### src/rtl/m_prog_loader.sv
// m_prog_loader: byte-stream program loader for the processor's instruction/data memory.
// The stream is a 16-bit little-endian word count L followed by L words, each sent as
// four little-endian bytes. Each completed word becomes one single-cycle memory write.
// The processor is held in reset until the whole image has been written.
// Optional feature: define LOADER_CSUM_EN to require an XOR checksum byte after the payload.
module m_prog_loader #(
    parameter int ADDR_W    = 11,
    parameter int BASE_ADDR = 0,
    parameter int MAX_WORDS = 2048
) (
    input  logic              w_clk,
    input  logic              w_rst_n,
    input  logic [7:0]        w_din,
    input  logic              w_dvalid,
    output logic              w_dready,
    input  logic              w_reload,
    output logic [ADDR_W-1:0] w_maddr,
    output logic [31:0]       w_mdata,
    output logic              w_mwe,
    output logic              w_prst,
    output logic              w_done,
    output logic              w_err
);

    typedef enum logic [2:0] {
        S_LEN0,
        S_LEN1,
        S_DATA,
`ifdef LOADER_CSUM_EN
        S_CSUM,
`endif
        S_DONE,
        S_ERR
    } state_t;

    localparam logic [ADDR_W-1:0] BASE_A = ADDR_W'(BASE_ADDR);
    localparam logic [16:0]       MAX_L  = 17'(MAX_WORDS);

    state_t      state;
    logic [15:0] len;
    logic [15:0] wcnt;
    logic [1:0]  bidx;
    logic [23:0] asm_q;
    logic [15:0] len_new;
    logic        accept;
`ifdef LOADER_CSUM_EN
    logic [7:0]  csum;
`endif

    // Only the two terminal states refuse bytes; memory never backpressures.
    always_comb begin
        w_dready = (state != S_DONE) && (state != S_ERR);
    end

    assign accept  = w_dvalid && w_dready;
    assign len_new = {w_din, len[7:0]};

    // Loader FSM: length capture, word assembly, memory writes, completion flags.
    always_ff @(posedge w_clk or negedge w_rst_n) begin
        if (!w_rst_n) begin
            state   <= S_LEN0;
            len     <= '0;
            wcnt    <= '0;
            bidx    <= '0;
            asm_q   <= '0;
            w_maddr <= BASE_A;
            w_mdata <= '0;
            w_mwe   <= 1'b0;
            w_prst  <= 1'b1;
            w_done  <= 1'b0;
            w_err   <= 1'b0;
`ifdef LOADER_CSUM_EN
            csum    <= '0;
`endif
        end else begin
            w_mwe <= 1'b0;
            case (state)
                S_LEN0: begin
                    if (accept) begin
                        len[7:0] <= w_din;
                        state    <= S_LEN1;
                    end
                end
                S_LEN1: begin
                    if (accept) begin
                        len[15:8] <= w_din;
                        wcnt      <= '0;
                        bidx      <= '0;
`ifdef LOADER_CSUM_EN
                        csum      <= '0;
`endif
                        if (len_new == 16'd0 || {1'b0, len_new} > MAX_L) begin
                            state <= S_ERR;
                            w_err <= 1'b1;
                        end else begin
                            state <= S_DATA;
                        end
                    end
                end
                S_DATA: begin
                    if (accept) begin
`ifdef LOADER_CSUM_EN
                        csum <= csum ^ w_din;
`endif
                        bidx <= bidx + 2'd1;
                        case (bidx)
                            2'd0: asm_q[7:0]   <= w_din;
                            2'd1: asm_q[15:8]  <= w_din;
                            2'd2: asm_q[23:16] <= w_din;
                            default: begin
                                // Fourth byte completes the word: write it next cycle.
                                w_mwe   <= 1'b1;
                                w_mdata <= {w_din, asm_q};
                                w_maddr <= BASE_A + ADDR_W'(wcnt);
                                wcnt    <= wcnt + 16'd1;
                                if (wcnt == len - 16'd1) begin
`ifdef LOADER_CSUM_EN
                                    state  <= S_CSUM;
`else
                                    state  <= S_DONE;
                                    w_done <= 1'b1;
`endif
                                end
                            end
                        endcase
                    end
                end
`ifdef LOADER_CSUM_EN
                S_CSUM: begin
                    if (accept) begin
                        if (w_din == csum) begin
                            state  <= S_DONE;
                            w_done <= 1'b1;
                        end else begin
                            state <= S_ERR;
                            w_err <= 1'b1;
                        end
                    end
                end
`endif
                S_DONE, S_ERR: begin
                    if (w_reload) begin
                        state  <= S_LEN0;
                        len    <= '0;
                        wcnt   <= '0;
                        bidx   <= '0;
                        w_prst <= 1'b1;
                        w_done <= 1'b0;
                        w_err  <= 1'b0;
                    end else if (state == S_DONE) begin
                        // Released one cycle after the final write lands.
                        w_prst <= 1'b0;
                    end
                end
                default: state <= S_LEN0;
            endcase
        end
    end

endmodule

### config.mk
export PLATFORM = sky130hd
export DESIGN_NAME = m_prog_loader
export DESIGN_NICKNAME = d
export VERILOG_FILES = /design/src/rtl/m_prog_loader.sv
export SDC_FILE = /design/constraint.sdc
export NUM_CORES = 1
export LEC_CHECK = 0
export CORE_MARGIN = 2
export CORE_UTILIZATION = 60
export DETAILED_ROUTE_END_ITERATION = 8
export GPL_ROUTABILITY_DRIVEN = 0
export GPL_TIMING_DRIVEN = 0
export PLACE_DENSITY = 0.84
export SKIP_LAST_GASP = 1
export SLEW_MARGIN = 20
export SYNTH_ARGS = -nofsm -noshare
export SYNTH_HDL_FRONTEND = slang
export SYNTH_SLANG_ARGS = --single-unit
### constraint.sdc
create_clock -name w_clk -period 4.35 [get_ports w_clk]
set_input_delay 0.435 -clock w_clk [delete_from_list [all_inputs] [get_ports w_clk]]
set_output_delay 0.435 -clock w_clk [all_outputs]
set_load 0.005 [all_outputs]
# After elaboration in Yosys (flattened, before gate mapping)
# Cells that the tools add are included.
totals:
  ff_bits: 108
  output_inout_bits: 48
  elab_cells: 93
op_classes:
  n_addsub: 3
  magnitude_cmp: 1
  n_eq_ne: 16
  muxes: 33
  bitwise: 1
  n_reduce_logical: 25
ops:
  columns: ["cell", "count"]
  rows:
  - ["$mux W16", 4]
  - ["$pmux W16 S3", 1]
  - ["$pmux W8 S2", 2]
  - ["$mux W3", 7]
  - ["$reduce_and A3 Y1", 6]
  - ["$add A16 B1 Y16 const B", 1]
  - ["$eq A16 B16 Y1", 1]
  - ["$gt A16 B12 Y1 const B", 1]
  - ["$logic_not A16 Y1", 1]
  - ["$sub A16 B1 Y16 const B", 1]
  - ["$ne A2 B2 Y1 const B", 7]
  - ["$pmux W3 S4", 1]
  - ["$mux W1", 11]
  - ["$reduce_and A5 Y1", 2]
  - ["$mux W8", 1]
  - ["$reduce_and A4 Y1", 2]
  - ["$reduce_bool A2 Y1", 4]
  - ["$eq A3 B2 Y1 const B", 2]
  - ["$mux W2", 3]
  - ["$pmux W2 S3", 1]
  - ["$reduce_and A6 Y1", 1]
  - ["$pmux W1 S2", 2]
  - ["$eq A3 B1 Y1 const B", 1]
  - ["$eq A3 B3 Y1 const B", 1]
  - ["14 further kinds", 15]

# Logic depth before layout (Yosys ltp)
# Gate-level depths: netlist (run 1).
depth:
  depth_word: 6
  mapped_depth: 8
  ltp_nobuf: 8

# Worst setup path after synthesis (run 1)
# No wires, ideal clock.
synth_timing:
  path_type: "input to register"
  start: "in w_dvalid"
  end: "reg w_mdata[14]"
  setup_time_ns: 0.125
  arrival_ns: 1.930
  t_required_ns: 4.225
  slack_ns: 2.296
  stages: 7
  path_buffers: 2
  path_cell_list: "clkbuf_1 -> nand2_1 -> nor2_1 -> nand2_1 -> clkinv_1 -> buf_2 -> mux2_2"
synth_via:
  elab_chain_len: 2
synth_lines:
  columns: ["item", "line", "source"]
  rows:
  - ["from (decl)", "14", "input logic w_dvalid,"]
  - ["$logic_and A1 B1 Y1", "55", "assign accept = w_dvalid && w_dready;"]
  - ["$reduce_and A3 Y1 (no line)", null, null]
  - ["to (signal assigned)", "113", "w_mdata <= {w_din, asm_q};"]
  - ["to (decl)", "18", "output logic [31:0] w_mdata,"]
# Every way passes these cells.
# A chain may end at the register's enable or synchronous reset.

# Final worst setup path (run 1)
layout_timing:
  start: "reg len[0]"
  end: "reg state[0]"
layout_via:
  elab_chain_len: 4
layout_lines:
  columns: ["item", "line", "source"]
  rows:
  - ["from (decl)", "40", "logic [15:0] len;"]
  - ["from (signal assigned)", "80", "len[7:0] <= w_din;"]
  - ["$sub A16 B1 Y16", "116", "if (wcnt == len - 16'd1) begin"]
  - ["$eq A16 B16 Y1", "116", null]
  - ["$ne A2 B2 Y1 (no line)", null, null]
  - ["$reduce_and A6 Y1 (no line)", null, null]
  - ["to (signal assigned)", "120", "state <= S_DONE;"]
  - ["to (signal assigned)", "143", "state <= S_LEN0;"]
  - ["to (signal assigned)", "155", "default: state <= S_LEN0;"]
  - ["to (decl)", "39", "state_t state;"]
# Every way passes these cells.

==> run summary, run 1 <==
status: finished, final reports clean
TNS Setup: 0 ps
Final Hold Viols: 0
Leak: 0.00279 µW
worst-margin pin slew: 951 ps
Tcrit/Tclk final: 61.2%
initial core utilization: 61.9%
main combinational cell family by area after synthesis: multiplexers
Setup Skew: 10.7 ps
Die Y: 96.3 µm
critical path class: reg2reg
DR DRC count: 0
Post-CTS Setup Bufs: 0
Worst setup SP type: flop
Post-synth EDFFs: 0
antenna-violating nets left: 0
vias in the first global route: 3765
Post-Syn Nets: 439
clk buf depth: 2
global-route wire length before repair: 19.0 mm
CTS tree: yes
TritonCTS Sinks: 108
CP endpoint kind: flop
worst path cell trace: inv_1 > ha_1 > nor3b_2 > xor2_1 > o21ai_0 > nor4b_1 > nand4_1 > o41ai_2
Filler Cells Inserted: 559
Max-cap violations: 0
peak fanout along the critical path: 10
complex-gate fraction of the synthesized area: 9.52%
diode count: 0
Rel. slew slack: 36.1%
grt ovf: 0
max frequency: 376 MHz
RSZ-0062 raised after global routing: no
placed cell area: 5840 µm²
via count: 3592
share of synthesized registers carrying an async set or reset: 100%
Core Region: 8260 µm²
chip width: 96.3 µm
Cells after Synth: 420
WP buf/inv: 1
Post-Syn Area: 5110 µm²
drt initial violations: 320
min Tclk post-route: 2660 ps
Avg Vias per Cell: 6.00
slowest cell on the critical path: nor3b_2
Worst Path Arrival: 2940 ps
CTS root buffer: clkbuf_8
Total GRT Usage: 27.5%
class of the worst hold path: in2async
register bit total from synthesis: 108
peak supply drop: 0.208 mV
CP peak stage delay: 550 ps
Yosys Warn Count: 0
post-synthesis sequential area ratio: 52.9%
final setup fails: 0
post-route insts no fill: 599
PD cells: 421 nW/µm²
Area growth, synth to finish: 18.1%
TritonCTS buffer count: 9
htree depth: 3
count of cell types in the netlist: 60
Post-DP HPWL: 8.06 mm
WL/cell: 19.2 µm
mux share of post-synthesis cell area: 14.9%
XOR/XNOR Fraction of Synth Area: 6.68%
I/O pin count: 60
clk_lat worst skew: 370 ps
fin worst setup slack: 1690 ps
pre-CTS setup slack: 1730 ps
Net count, final: 509
# rows: 33
WL final: 11.5 mm
post-route cell area: 6040 µm²
post-layout util: 73.1%
Avg Cell Area, Syn: 12.2 µm²
critical path data required time: 4620 ps
Synth Area in Adders: 1.71%
IO Port Bufs: 57
TritonRoute pass-1 iters: 4
largest net degree at the start of global routing: 86
DP Cell Count: 583
Main synth FF type: dfrtp_1
clock slew at reported path FFs: 110 ps
share of cells above drive strength 1: 19.8%
antenna violations before repair: 0
Slew Viols, Final: 0
DIE AREA: 9270 µm²
area share of and/or/nand/nor cells after synthesis: 11.2%
Top delay family on crit path: simple AND/OR/NAND/NOR gates
==> final timing paths <==
check | from | endpoint | slack, ps | depth (start not counted)
worst max-delay path | len[0] | state[0] | 1690 | 8
worst min-delay path | w_rst_n | w_maddr[5] | 480 | 2
worst max register to register | len[0] | state[0] | 1690 | 8
worst min register to register | w_done | w_done | 510 | 2
max in group asynchronous | w_rst_n | w_prst | 3180 | 3
min in group w_clk | w_dvalid | w_done | 510 | 3
==> worst reg2reg max path, stage by stage, from the launching register on <==
cell	delay, ps
dfrtp_1	470
inv_1	130
ha_1	170
nor3b_2	550
xor2_1	130
o21ai_0	240
nor4b_1	340
nand4_1	270
o41ai_2	270
==> flip-flops by register name, indices dropped and copies added (netlist names) <==
register and flops:
bidx 2, w_prst 1, wcnt 16, w_err 1, w_maddr 11, asm_q 24, len 16, w_mwe 1
w_mdata 32, state 3, w_done 1
==> cells in the mapped netlist, types with 3 or more instances <==
cell | n | area, µm²
xor2_1 | 18 | 158
clkbuf_1 | 8 | 30.0
ha_1 | 7 | 87.6
nand4b_1 | 3 | 26.3
or3_1 | 3 | 18.8
nand4_1 | 4 | 25.0
nand3b_1 | 4 | 30.0
nand2_1 | 22 | 82.6
nor2_1 | 28 | 105
xnor2_1 | 18 | 158
a22o_1 | 16 | 140
buf_2 | 3 | 15.0
nand3_1 | 10 | 50.1
mux2_2 | 66 | 743
inv_1 | 8 | 30.0
a21oi_1 | 12 | 60.1
nor3_1 | 5 | 25.0
dfrtp_1 | 107 | 2680
nand2b_1 | 3 | 18.8
and4_1 | 3 | 26.3
o21ai_0 | 18 | 90.1
buf_1 | 4 | 15.0
==> cell type report <==
type | instances | area, µm² | area share, %
buffer | 18 | 118 | 1.95
clock inverter | 6 | 61.3 | 1.02
inverter | 10 | 37.5 | 0.622
sequential | 108 | 2700 | 44.8
clock buffer | 9 | 124 | 2.05
timing repair buffer | 59 | 609 | 10.1
multi-input combinational | 284 | 2250 | 37.3
tap | 105 | 131 | 2.18
==> cell families after synthesis <==
logic type	Yosys count
AND/OR/NAND/NOR	103
AO/OA/AOI/OAI	69
flip-flops	108
XOR/XNOR	37
buffers and inverters	28
adder cells (fa/ha/maj)	7
multiplexers	68
==> routing by layer <==
layer | track usage, % | wire length (µm)
met1 | 36.3 | 5030
met2 | 44.8 | 5580
met3 | 6.42 | 643
met4 | 9.39 | 250
met5 | 0 | 0
==> layout by cell type (no fill, tap or decap), drive strengths merged, types with 3 or more instances in the layout <==
cell and n:
clkdlybuf4s50 56, a22o 17, or3 3, dfrtp 107, clkinv 5, nor3 5
nand2b 3, mux2 66, xor2 18, nand3b 4, inv 10, clkbuf 18
nand3 10, nand2 22, buf 10, nor4 4, nand4 4, and4 3
nor4b 3, o21ai 18, nor2 28, ha 7, nand4b 3, a21oi 12
xnor2 18
==> power by group <==
group          leakage, µW  switching (µW)  internal, µW
clock network    0.0000906             367           218
logic              0.00122             405           341
registers          0.00148             113          1100
==> through the flow <==
stage / hold slack, ps / total power [µW]
6_report: 475 / 2540
5_1_grt: 487 / 2670
4_1_cts: 476 / 2540
3_5_place_dp: 307 / 1960
3_3_place_gp: 477 / 1920
2_1_floorplan: 139 / 1760
==> repair_timing <==
action                    CTS  global route
gates resized for setup     0             0
hold endpoints to repair   23             0
hold buffers                1             0
Power figures use the tool's default switching activity.
==> run 2: changes to the inputs <==
CORE_UTILIZATION = 51   (was 60)
PLACE_DENSITY = 0.76   (was 0.84)
clock period = 2.4 ns   (was 4.35 ns; I/O delays follow)
==> run 2 against run 1 <==
Core utilization down 9.6 points; via count up 1.7%; cell count up 6.2%; critical path depth down 1; total power up 92%; maximum frequency up 14%; hold slack worse by 170 ps; count of clock-buffer cells in the layout unchanged; die area up 17%; critical endpoint unchanged.
==> run summary, run 2 (synthesized netlist as in run 1, its figures left out) <==
hold slack: 303 ps (was 475 ps)
Max-cap violations: 0 (unchanged)
PD cells: 788 nW/µm² (was 421 nW/µm²)
IO Port Bufs: 57 (unchanged)
peak supply drop: 0.388 mV (was 0.208 mV)
clk buf depth: 2 (unchanged)
Post-DP HPWL: 8.36 mm (was 8.06 mm)
share of cells above drive strength 1: 23.1% (was 19.8%)
antenna-violating nets left: 0 (unchanged)
global-route wire length before repair: 19.7 mm (was 19.0 mm)
critical path data required time: 2670 ps (was 4620 ps)
min Tclk post-route: 2330 ps (was 2660 ps)
DR DRC count: 0 (unchanged)
grt ovf: 0 (unchanged)
Crit Reg-Reg Endpoint: state[0] (unchanged)
Tcrit/Tclk final: 97.3% (was 61.2%)
max reg flops: 32 (unchanged)
largest reg by FF count: w_mdata (unchanged)
final setup fails: 0 (unchanged)
WL/cell: 19.0 µm (was 19.2 µm)
Avg Vias per Cell: 5.75 (was 6.00)
DIE AREA: 10800 µm² (was 9270 µm²)
Rel. slew slack: 34.0% (was 36.1%)
flop2flop setup slack: 70 ps (was 1690 ps)
Core Region: 9770 µm² (was 8260 µm²)
I/O pin count: 60 (unchanged)
class of the worst hold path: in2async (unchanged)
clock slew at reported path FFs: 100 ps (was 110 ps)
critical path class: reg2reg (unchanged)
max frequency: 428 MHz (was 376 MHz)
post-route insts no fill: 636 (was 599)
multi-input combinational cell area: 2320 µm² (was 2250 µm²)
Final Hold Viols: 0 (unchanged)
Total GRT Usage: 23.1% (was 27.5%)
Net count, final: 518 (was 509)
antenna violations before repair: 0 (unchanged)
Reg area: 2710 µm² (was 2700 µm²)
DP Cell Count: 611 (was 583)
status: finished, final reports clean (unchanged)
Area growth, synth to finish: 21.4% (was 18.1%)
largest net degree at the start of global routing: 80 (was 86)
Setup Skew: 9.08 ps (was 10.7 ps)
worst-margin pin slew: 982 ps (was 951 ps)
Worst setup SP type: flop (unchanged)
CTS root buffer: clkbuf_8 (unchanged)
cell count of the worst reg-to-reg path: 7 (was 8)
# rows: 36 (was 33)
most frequent cells in the layout: dfrtp_1, mux2_2, clkdlybuf4s50_1 (unchanged)
diode count: 0 (unchanged)
Largest regs: w_mdata: 32 flops, asm_q: 24 flops (unchanged)
clk_lat worst skew: 370 ps (about the same)
TritonCTS buffer count: 9 (unchanged)
WL final: 12.1 mm (was 11.5 mm)
vias in the first global route: 3799 (was 3765)
TritonRoute pass-1 iters: 4 (unchanged)
CTS tree: yes (unchanged)
via count: 3654 (was 3592)
drt initial violations: 272 (was 320)
Slew Viols, Final: 0 (unchanged)
htree depth: 3 (unchanged)
commonest non-fill, non-tap cell in the layout: dfrtp_1 (unchanged)
CP endpoint kind: flop (unchanged)
Leak: 0.00284 µW (was 0.00279 µW)
start of the worst register-to-register path: len[0] (unchanged)
Filler Cells Inserted: 762 (was 559)
Die Y: 104 µm (was 96.3 µm)
Worst Path Arrival: 2610 ps (was 2940 ps)
chip width: 104 µm (was 96.3 µm)
TritonCTS Sinks: 108 (unchanged)
initial core utilization: 52.3% (was 61.9%)
peak fanout along the critical path: 4 (was 10)
==> run 2: cell types whose count changed in the layout (fill, tap and decap cells not counted), moves of 2 or more <==
cell	delta
buf_4	+9
dfrtp_1	-2
dfrtp_2	+2
clkinv_2	+2
==> run 2: critical path, stage by stage, from the launching register on <==
cell     delay, ps
dfrtp_2        460
buf_4          150
or4_4          540
a221o_1        340
nor4b_2        260
nand4_1        120
buf_4          170
o41ai_2        190
==> run 2: stage by stage <==
step	utilization [%]	worst slack [ps]	TNS, ps	power (µW)	instance area (µm²)
after floorplan	-	352	0	3190	5110
after global placement	59.8	-2840	-304900	3490	5850
after detailed placement	60.1	-179	-321	3570	5880
after CTS	62.5	11.9	0	4710	6110
after global routing	63.5	-38.3	-61.5	5160	6210
final	63.5	65.4	0	4890	6210
==> run 2: area by class of cell <==
type	count	area share, %
plain buffers	17	1.83
inverters	10	0.605
repair buffers	68	10.9
clock buffers	9	2.00
multi-input cells	285	37.3
clock inverters	6	1.05
well taps	133	2.68
flip-flops and latches	108	43.6
==> run 2: what timing repair did <==
item,4_1_cts,5_1_grt
gates cloned,1,0
resized for setup,4,8
hold endpoints to repair,29,0
pin swaps,2,5
setup buffers,0,9
hold buffers,1,0
endpoints found under the setup margin,2,13
==> run 2: worst max path at each step <==
stage	from	end	slack (ps)	depth (start not counted)
global route	len[1]	state[1]	-40	8
detailed placement	len[0]	state[0]	-180	8
floorplan	len[0]	state[0]	350	8
global placement	w_rst_n	asm_q[14]	-2840	1
finish	len[0]	state[0]	70	7
CTS	len[0]	state[0]	10	8
==> run 2: report_power, final <==
part,total [µW],internal (µW),leakage (µW),switching [µW]
clock network,1090,479,0.0000955,609
logic,1600,764,0.00127,838
registers,2200,2000,0.00148,207
total,4890,3240,0.00284,1650
==> run 2: per-layer routing <==
metal | track usage, % | up-vias | part of all wire (%)
li1 | - | 1672 | -
met1 | 30.3 | 1846 | 43
met2 | 38.2 | 115 | 49
met3 | 4.20 | 21 | 5.4
met4 | 8.88 | 0 | 2.3
met5 | 0 | - | 0
